===== src/rtl/whack_a_mole_core_n_if.sv =====
// Guess strobe and display/status bundle between the debounced front end and
// the whack-a-mole game core.
interface whack_a_mole_core_n_if #(
    parameter int NUM_HOLES = 8,
    parameter int POS_W     = 3,
    parameter int SCORE_W   = 8,
    parameter int SEC_W     = 5
);
    logic [POS_W-1:0]     user_guess;
    logic                 eval_now;
    logic [POS_W-1:0]     mole_pos;
    logic                 mole_change;
    logic                 guess_correct;
    logic                 guess_wrong;
    logic                 guess_now;
    logic [SCORE_W-1:0]   score;
    logic [NUM_HOLES-1:0] led;
    logic [SEC_W-1:0]     seconds;
    logic                 game_over;

    modport master (
        output user_guess, eval_now,
        input  mole_pos, mole_change, guess_correct, guess_wrong, guess_now,
               score, led, seconds, game_over
    );

    modport slave (
        input  user_guess, eval_now,
        output mole_pos, mole_change, guess_correct, guess_wrong, guess_now,
               score, led, seconds, game_over
    );
endinterface


===== src/rtl/whack_a_mole_core_n.sv =====
// Parametrised whack-a-mole game core: PLAY/BLOCK/OVER FSM, LFSR mole mover,
// game timer and score. Optional streak bonus is enabled by WAM_STREAK_BONUS_EN.
module whack_a_mole_core_n #(
    parameter int NUM_HOLES      = 8,
    parameter int POS_W          = 3,
    parameter int SCORE_W        = 8,
    parameter int SEC_W          = 5,
    parameter int GAME_SECONDS   = 30,
    parameter int TICKS_PER_SEC  = 100,
    parameter int TICKS_PER_MOVE = 500,
    parameter int BLOCK_TICKS    = 300
) (
    input logic                  clk,
    input logic                  restart_game_n,
    whack_a_mole_core_n_if.slave bus
);
    localparam int MOVE_W = $clog2(TICKS_PER_MOVE + 1);
    localparam int TICK_W = $clog2(TICKS_PER_SEC + 1);
    localparam int BLK_W  = $clog2(BLOCK_TICKS + 1);

    localparam logic [MOVE_W-1:0] MOVE_LAST  = MOVE_W'(TICKS_PER_MOVE - 1);
    localparam logic [TICK_W-1:0] TICK_LAST  = TICK_W'(TICKS_PER_SEC - 1);
    localparam logic [BLK_W-1:0]  BLK_LAST   = BLK_W'(BLOCK_TICKS - 1);
    localparam logic [POS_W:0]    HOLES      = (POS_W + 1)'(NUM_HOLES);
    localparam logic [POS_W-1:0]  HOLES_LAST = POS_W'(NUM_HOLES - 1);
    localparam logic [15:0]       LFSR_SEED  = 16'hACE1;

    typedef enum logic [1:0] {PLAY, BLOCK, OVER} state_t;

    state_t               state;
    logic [MOVE_W-1:0]    move_cnt;
    logic [TICK_W-1:0]    tick_cnt;
    logic [BLK_W-1:0]     blk_cnt;
    logic [15:0]          lfsr;
    logic                 move_pending;
    logic [POS_W-1:0]     mole_pos;
    logic [NUM_HOLES-1:0] led;
    logic [SCORE_W-1:0]   score;
    logic [SEC_W-1:0]     seconds;
    logic                 mole_change;
    logic                 guess_correct;
    logic                 guess_wrong;
    logic                 guess_now;
    logic                 game_over;

    logic                 active;
    logic                 accept;
    logic                 hit;
    logic                 move_expire;
    logic                 do_move;
    logic                 sec_tick;
    logic                 time_up;
    logic [POS_W:0]       cand_raw;
    logic [POS_W-1:0]     cand;
    logic [POS_W-1:0]     next_pos;
    logic [NUM_HOLES-1:0] led_next;
    logic [15:0]          lfsr_next;
    logic [SCORE_W-1:0]   score_inc;
    logic [SCORE_W:0]     score_sum;
    logic [SCORE_W-1:0]   score_next;

`ifdef WAM_STREAK_BONUS_EN
    logic streak;

    // Streak survives correct-guess moves; only a miss or a timeout move breaks it.
    always_ff @(posedge clk) begin
        if (!restart_game_n) begin
            streak <= 1'b0;
        end else if (accept) begin
            streak <= hit;
        end else if (move_expire) begin
            streak <= 1'b0;
        end
    end
`endif

    // NOTE: every variable gets a default at the top of always_comb so no path
    // leaves it unassigned, which would otherwise infer a latch.
    always_comb begin
        active      = (state != OVER);
        accept      = bus.eval_now && (state == PLAY);
        hit         = accept && ({1'b0, bus.user_guess} < HOLES) && (bus.user_guess == mole_pos);
        move_expire = active && (move_cnt == MOVE_LAST);
        do_move     = active && (move_expire || move_pending);
        sec_tick    = active && (tick_cnt == TICK_LAST);
        time_up     = sec_tick && (seconds == SEC_W'(1));

        // 2^(POS_W-1) < NUM_HOLES, so a single subtraction folds any LFSR value into range.
        cand_raw = {1'b0, lfsr[POS_W-1:0]};
        cand     = (cand_raw >= HOLES) ? POS_W'(cand_raw - HOLES) : POS_W'(cand_raw);
        next_pos = cand;
        if (cand == mole_pos) begin
            next_pos = (mole_pos == HOLES_LAST) ? '0 : mole_pos + POS_W'(1);
        end
        led_next  = NUM_HOLES'(1) << next_pos;
        lfsr_next = {lfsr[0] ^ lfsr[2] ^ lfsr[3] ^ lfsr[5], lfsr[15:1]};

`ifdef WAM_STREAK_BONUS_EN
        score_inc = streak ? SCORE_W'(2) : SCORE_W'(1);
`else
        score_inc = SCORE_W'(1);
`endif
        score_sum  = {1'b0, score} + {1'b0, score_inc};
        score_next = score_sum[SCORE_W] ? '1 : score_sum[SCORE_W-1:0];
    end

    // NOTE: sequential state uses non-blocking assignments only, so every
    // right-hand side sees the pre-edge value regardless of statement order.
    always_ff @(posedge clk) begin
        if (!restart_game_n) begin
            state         <= PLAY;
            move_cnt      <= '0;
            tick_cnt      <= '0;
            blk_cnt       <= '0;
            lfsr          <= LFSR_SEED;
            move_pending  <= 1'b0;
            mole_pos      <= '0;
            led           <= NUM_HOLES'(1);
            score         <= '0;
            seconds       <= SEC_W'(GAME_SECONDS);
            mole_change   <= 1'b0;
            guess_correct <= 1'b0;
            guess_wrong   <= 1'b0;
            guess_now     <= 1'b0;
            game_over     <= 1'b0;
        end else begin
            guess_correct <= hit;
            guess_wrong   <= accept && !hit;
            mole_change   <= do_move;
            // An expiry in the accept cycle already moves the mole; don't move twice.
            move_pending  <= hit && !move_expire;
            if (hit) begin
                score <= score_next;
            end

            if (do_move) begin
                mole_pos <= next_pos;
                led      <= led_next;
                lfsr     <= lfsr_next;
                move_cnt <= '0;
            end else if (active) begin
                move_cnt <= move_cnt + MOVE_W'(1);
            end

            if (sec_tick) begin
                tick_cnt <= '0;
                seconds  <= seconds - SEC_W'(1);
            end else if (active) begin
                tick_cnt <= tick_cnt + TICK_W'(1);
            end

            case (state)
                PLAY: begin
                    guess_now <= !accept;
                    if (accept) begin
                        state   <= BLOCK;
                        blk_cnt <= '0;
                    end
                end
                BLOCK: begin
                    guess_now <= (blk_cnt == BLK_LAST);
                    if (blk_cnt == BLK_LAST) begin
                        state <= PLAY;
                    end else begin
                        blk_cnt <= blk_cnt + BLK_W'(1);
                    end
                end
                default: guess_now <= 1'b0;
            endcase

            // Running out of time overrides any PLAY/BLOCK transition above.
            if (time_up) begin
                state     <= OVER;
                guess_now <= 1'b0;
                game_over <= 1'b1;
                led       <= '0;
            end
        end
    end

    assign bus.mole_pos      = mole_pos;
    assign bus.mole_change   = mole_change;
    assign bus.guess_correct = guess_correct;
    assign bus.guess_wrong   = guess_wrong;
    assign bus.guess_now     = guess_now;
    assign bus.score         = score;
    assign bus.led           = led;
    assign bus.seconds       = seconds;
    assign bus.game_over     = game_over;
endmodule


===== src/flat_wrapper.sv =====
// flat-port wrapper written by rule: the top's interface ports become plain ports
module whack_a_mole_core_n_flat 
#(
    parameter int NUM_HOLES      = 8,
    parameter int POS_W          = 3,
    parameter int SCORE_W        = 8,
    parameter int SEC_W          = 5,
    parameter int GAME_SECONDS   = 30,
    parameter int TICKS_PER_SEC  = 100,
    parameter int TICKS_PER_MOVE = 500,
    parameter int BLOCK_TICKS    = 300
)
  (clk, restart_game_n, bus_user_guess, bus_eval_now, bus_mole_pos, bus_mole_change, bus_guess_correct, bus_guess_wrong, bus_guess_now, bus_score, bus_led, bus_seconds, bus_game_over);
  whack_a_mole_core_n_if #(.NUM_HOLES(NUM_HOLES), .POS_W(POS_W), .SCORE_W(SCORE_W), .SEC_W(SEC_W)) bus_i ();
  input logic clk;
  input logic restart_game_n;
  input wire logic [$bits(bus_i.user_guess)-1:0] bus_user_guess;
  input wire logic [$bits(bus_i.eval_now)-1:0] bus_eval_now;
  output wire logic [$bits(bus_i.mole_pos)-1:0] bus_mole_pos;
  output wire logic [$bits(bus_i.mole_change)-1:0] bus_mole_change;
  output wire logic [$bits(bus_i.guess_correct)-1:0] bus_guess_correct;
  output wire logic [$bits(bus_i.guess_wrong)-1:0] bus_guess_wrong;
  output wire logic [$bits(bus_i.guess_now)-1:0] bus_guess_now;
  output wire logic [$bits(bus_i.score)-1:0] bus_score;
  output wire logic [$bits(bus_i.led)-1:0] bus_led;
  output wire logic [$bits(bus_i.seconds)-1:0] bus_seconds;
  output wire logic [$bits(bus_i.game_over)-1:0] bus_game_over;
  assign bus_i.user_guess = bus_user_guess;
  assign bus_i.eval_now = bus_eval_now;
  assign bus_mole_pos = bus_i.mole_pos;
  assign bus_mole_change = bus_i.mole_change;
  assign bus_guess_correct = bus_i.guess_correct;
  assign bus_guess_wrong = bus_i.guess_wrong;
  assign bus_guess_now = bus_i.guess_now;
  assign bus_score = bus_i.score;
  assign bus_led = bus_i.led;
  assign bus_seconds = bus_i.seconds;
  assign bus_game_over = bus_i.game_over;
  whack_a_mole_core_n #(.NUM_HOLES(NUM_HOLES), .POS_W(POS_W), .SCORE_W(SCORE_W), .SEC_W(SEC_W), .GAME_SECONDS(GAME_SECONDS), .TICKS_PER_SEC(TICKS_PER_SEC), .TICKS_PER_MOVE(TICKS_PER_MOVE), .BLOCK_TICKS(BLOCK_TICKS)) u_core (.clk(clk), .restart_game_n(restart_game_n), .bus(bus_i));
endmodule

===== config.mk =====
export PLATFORM = sky130hd
export DESIGN_NAME = whack_a_mole_core_n_flat
export DESIGN_NICKNAME = d
export VERILOG_FILES = /design/src/rtl/whack_a_mole_core_n_if.sv /design/src/rtl/whack_a_mole_core_n.sv /design/src/flat_wrapper.sv
export SDC_FILE = /design/constraint.sdc
export NUM_CORES = 1
export LEC_CHECK = 0
export CAP_MARGIN = 30
export CORE_MARGIN = 3
export CORE_UTILIZATION = 50
export CTS_CLUSTER_SIZE = 30
export DETAILED_ROUTE_END_ITERATION = 10
export HOLD_SLACK_MARGIN = 0.12
export PLACE_DENSITY_LB_ADDON = 0.1
export SLEW_MARGIN = 40
export SYNTH_ARGS = -nofsm -noshare
export SYNTH_HDL_FRONTEND = slang
export SYNTH_SLANG_ARGS = --single-unit

===== constraint.sdc =====
create_clock -name clk -period 3.1 [get_ports clk]
set_input_delay 0.62 -clock clk [delete_from_list [all_inputs] [get_ports clk]]
set_output_delay 0.62 -clock clk [all_outputs]
set_load 0.05 [all_outputs]

==> key figures <==
Status
  • Result of the run: complete, no violations

Synth
  • Post-synthesis instance area: 3289 um^2
  • Async set-reset flop share out of synthesis: 0%
  • Gate Count Post-Synth: 380
  • Mean post-synth cell area: 8.656 um^2
  • Synth area leader: dfxtp_1
  • Warnings from Yosys: 0
  • Compound-gate portion of the synthesized area: 13.66%
  • Synthesized-area fraction occupied by xor and xnor cells: under 10%
  • Number of distinct library cells after synthesis: 52
  • Number of synthesized flops with an enable pin: 0
  • Top cells by area, synth: dfxtp_1, nand2_1, xnor2_1, nor2_1, a21oi_1
  • Top FF cell, synth: dfxtp_1
  • Share of the synthesized area in the top cell type: between 40 and 50%
  • Area share of and/or/nand/nor cells after synthesis: 26.32%
  • Seq/Total Area, Yosys: 44.43%
  • Post-Synth Adder-Cell Area: 3.043%
  • Number of synthesized register bits: 73
  • Net Count, Synth: slightly below 400
  • Mux contribution to synthesized area: 1.331%
  • Main combinational cell family by area after synthesis: simple AND/OR/NAND/NOR gates

Global routing
  • Met3 routing resource usage after global routing: 5.393%
  • Global route overflow: 0
  • Global-route wire length before repair: 11940 um
  • Grt peak-use layer: met2
  • Met2 global-route usage: 32.02%
  • Maximum number of pins on one net before global-route repair: 26
  • Initial antenna violation count: 0
  • Total global routing track utilization: 19.52%
  • GR Layer Usage met1: 25.21%
  • Via count of the first global-routing pass: roughly 2600

Layout
  • Area grow syn2layout: 17.61%
  • Number of filler cells placed in the layout: 548
  • Fraction of final layout cells sized beyond drive strength 1: 6.699%
  • Leading cell type in the layout, fill and taps excluded: dfxtp_1
  • Ant diodes: 0
  • Most used cells in the layout excluding fill and tap cells: dfxtp_1, nand2_1, nor2_1, clkdlybuf4s50_1, a21oi_1
  • Non-filler cells, final: 493
  • Net count of the finished layout: 427

STA
  • Fmax achieved: 387.3 MHz
  • Post-route clock period utilization: 83.30%
  • Clock skew after layout: about 0.012 ns
  • RSZ-0062 raised after global routing: no
  • Max-slew violation total from the final report: 0
  • Post-route worst hold slack: about 0.46 ns
  • Shortest clock period the worst path allows after layout: 2.582 ns
  • Final setup viols: 0
  • Post-Route Setup TNS: 0 ns
  • Final hold violations: 0
  • Slew Limit Headroom: 57.69%
  • Worst-Margin Slew: roughly 0.63 ns

Run
  • Total of max-cap violations: 0

Critical path
  • Cells traversed along the worst timing path: clkdlybuf4s50_1
  • Worst path arrival time: about 2.0 ns
  • Sort of element at the end of the critical path: output pin
  • R2r startpoint: u_core.bus.mole_pos[0]
  • Maximum fanout count along the critical path: 17
  • Type of the worst setup path: reg -> out
  • Crit path buffers/inverters: 1
  • Endpoint of the worst register-to-register path: u_core.bus.led[7]
  • Element type at the critical path start: flip-flop
  • Worst Reg-to-Reg Cells: 7
  • Largest delay contributor family on the critical path: buffers and inverters
  • Standard cell with the maximum stage delay on the critical path: clkdlybuf4s50_1
  • Crit path from: u_core.bus.mole_pos[0]
  • Slack of the worst reg-to-reg path: 0.82 ns
  • Capturing instance or port of the critical path: bus_mole_pos[0]
  • Number of cells on the critical path: 1
  • Endpoint required time on the critical path: roughly 2.5 ns
  • Max stage delay on crit path: 0.92 ns

CTS
  • Total number of clock tree sinks: 73
  • TritonCTS buffer count: 9
  • Number of gates resized after CTS: 0
  • H-tree depth reported by CTS: 3
  • Root cell of the clock tree: clkbuf_8
  • Clock-pin slew on the worst setup and hold paths: roughly 0.07 ns
  • Buffer count from post-CTS setup fixing: 0
  • Clk Latency, worst-skew pair: 0.35 ns
  • Quantity of hold-fixing buffers added after cts: 0
  • Maximum buffer depth of the clock tree: 2
  • Clock tree from TritonCTS: done

Power and ir drop
  • P per Cell Area: 468.3 nW/um^2
  • Peak ir drop on the vdd network: ~0.00045 V
  • Total Power: 0.001812 W
  • Leakage power: 1.434 nW

Floorplanning
  • Die Outline Area: 7588 um^2
  • Core Rows: 28
  • Placeable Area: between 6000 and 7000 um^2
  • Die span in y: 87.11 um
  • Die span in x: between 80 and 90 um
  • I/O pin count: 35
  • Initial Util: between 50 and 60%

Route
  • Number of optimization iterations in the first detailed-route pass: 4
  • Routed wire length: 6800 um
  • Post-detailed-route count of antenna-violating nets: 0
  • Vias per std cell: 5.542
  • Violation count after the first detailed-routing iteration: 102
  • Vias after detailed routing: 2732
  • Post-DR wirelength/cell: around 14 um
  • DRC violation count after routing: 0

Placed design
  • Final GP Congestion: 0.7946
  • Post-detailed-placement half-perimeter wirelength: 4786 um
  • Inst Count DP: approximately 480
  • Count of buffers from port buffering: 34

Worst hold path
  • Worst min-delay path category: reg -> reg
## state kept, by name (all words and copies together) (netlist names)
| name | cells |
|---|---|
| u_core.lfsr | 16 |
| u_core.blk_cnt | 9 |
| u_core.move_cnt | 9 |
| u_core.bus.led | 8 |
| u_core.bus.score | 8 |
| u_core.tick_cnt | 7 |
| u_core.bus.seconds | 5 |
| u_core.bus.mole_pos | 3 |
| u_core.state | 2 |
| u_core.bus.game_over | 1 |
| u_core.bus.guess_correct | 1 |
| u_core.bus.guess_now | 1 |
| u_core.bus.guess_wrong | 1 |
| u_core.bus.mole_change | 1 |
| u_core.move_pending | 1 |
## synthesized netlist by cell type (all sizes together), types with 6 or more instances
| master | count |
|---|---|
| inv | 6 |
| nor2 | 41 |
| buf | 9 |
| xor2 | 11 |
| clkbuf | 9 |
| nor3 | 6 |
| ha | 8 |
| nand4 | 13 |
| nand2 | 62 |
| a21oi | 24 |
| nand3 | 13 |
| xnor2 | 18 |
| dfxtp | 73 |
| o21ai | 9 |
## cell type report
type	instances	area [um^2]	share of cell area (%)
Multi-Input combinational cell	282	1714	44.31
Sequential cell	73	1461	37.77
Timing Repair Buffer	40	385.4	9.961
Clock buffer	11	131.4	3.396
Tap cell	75	93.84	2.426
Clock inverter	5	56.30	1.455
Inverter	7	26.28	0.6792
## worst reg2reg max path, stage by stage, from the launching register on
cell	delay [ns]
dfxtp_1	0.70
ha_1	0.26
ha_1	0.23
nand2b_1	0.22
nor4_1	0.08
a311oi_1	0.33
nor3_1	0.11
a22o_1	0.25
## logic make-up (layout without fill, tap and decap cells)
group | after synthesis | after routing
adder cells (fa/ha/maj) | 8 | 8
AO/OA/AOI/OAI | 66 | 66
AND/OR/NAND/NOR | 175 | 175
flip-flops | 73 | 73
multiplexers | 4 | 4
XOR/XNOR | 29 | 29
buffers and inverters | 25 | 63
## stage by stage
stage | setup slack, ns | instance area [um^2] | util, %
after floorplan | 0.9943 | 3289 | -
after global placement | 0.6174 | 3680 | 60.02
after detailed placement | 0.5658 | 3680 | 60.02
after CTS | 0.5047 | 3867 | 63.08
after global routing | 0.4469 | 3869 | 63.10
final | 0.5178 | 3869 | 63.10
## power breakdown
part / switching (W) / internal (W)
registers: 0.0000177 / 0.000955
clock network: 0.000346 / 0.000371
logic: 0.0000750 / 0.0000462
## worst min-delay path by stage
stage	start	to	slack, ns	cells after the start
finish	u_core.lfsr[8]	u_core.lfsr[8]	0.46	2
global route	u_core.lfsr[10]	u_core.lfsr[9]	0.49	2
CTS	u_core.lfsr[4]	u_core.lfsr[3]	0.46	2
detailed placement	u_core.lfsr[12]	u_core.lfsr[12]	0.45	2
global placement	u_core.lfsr[9]	u_core.lfsr[8]	0.44	2
floorplan	u_core.lfsr[13]	u_core.lfsr[12]	0.43	2
## per-layer routing
| metal | vias to the layer above | wire [um] | share of wire (%) |
|---|---|---|---|
| li1 | 1409 | - | - |
| met1 | 1273 | 3327 | 49 |
| met2 | 46 | 3144 | 46 |
| met3 | 4 | 282 | 4.1 |
| met4 | 0 | 46 | 0.68 |
| met5 | - | 0 | 0 |
No activity file was read; power rests on OpenSTA's default activity.
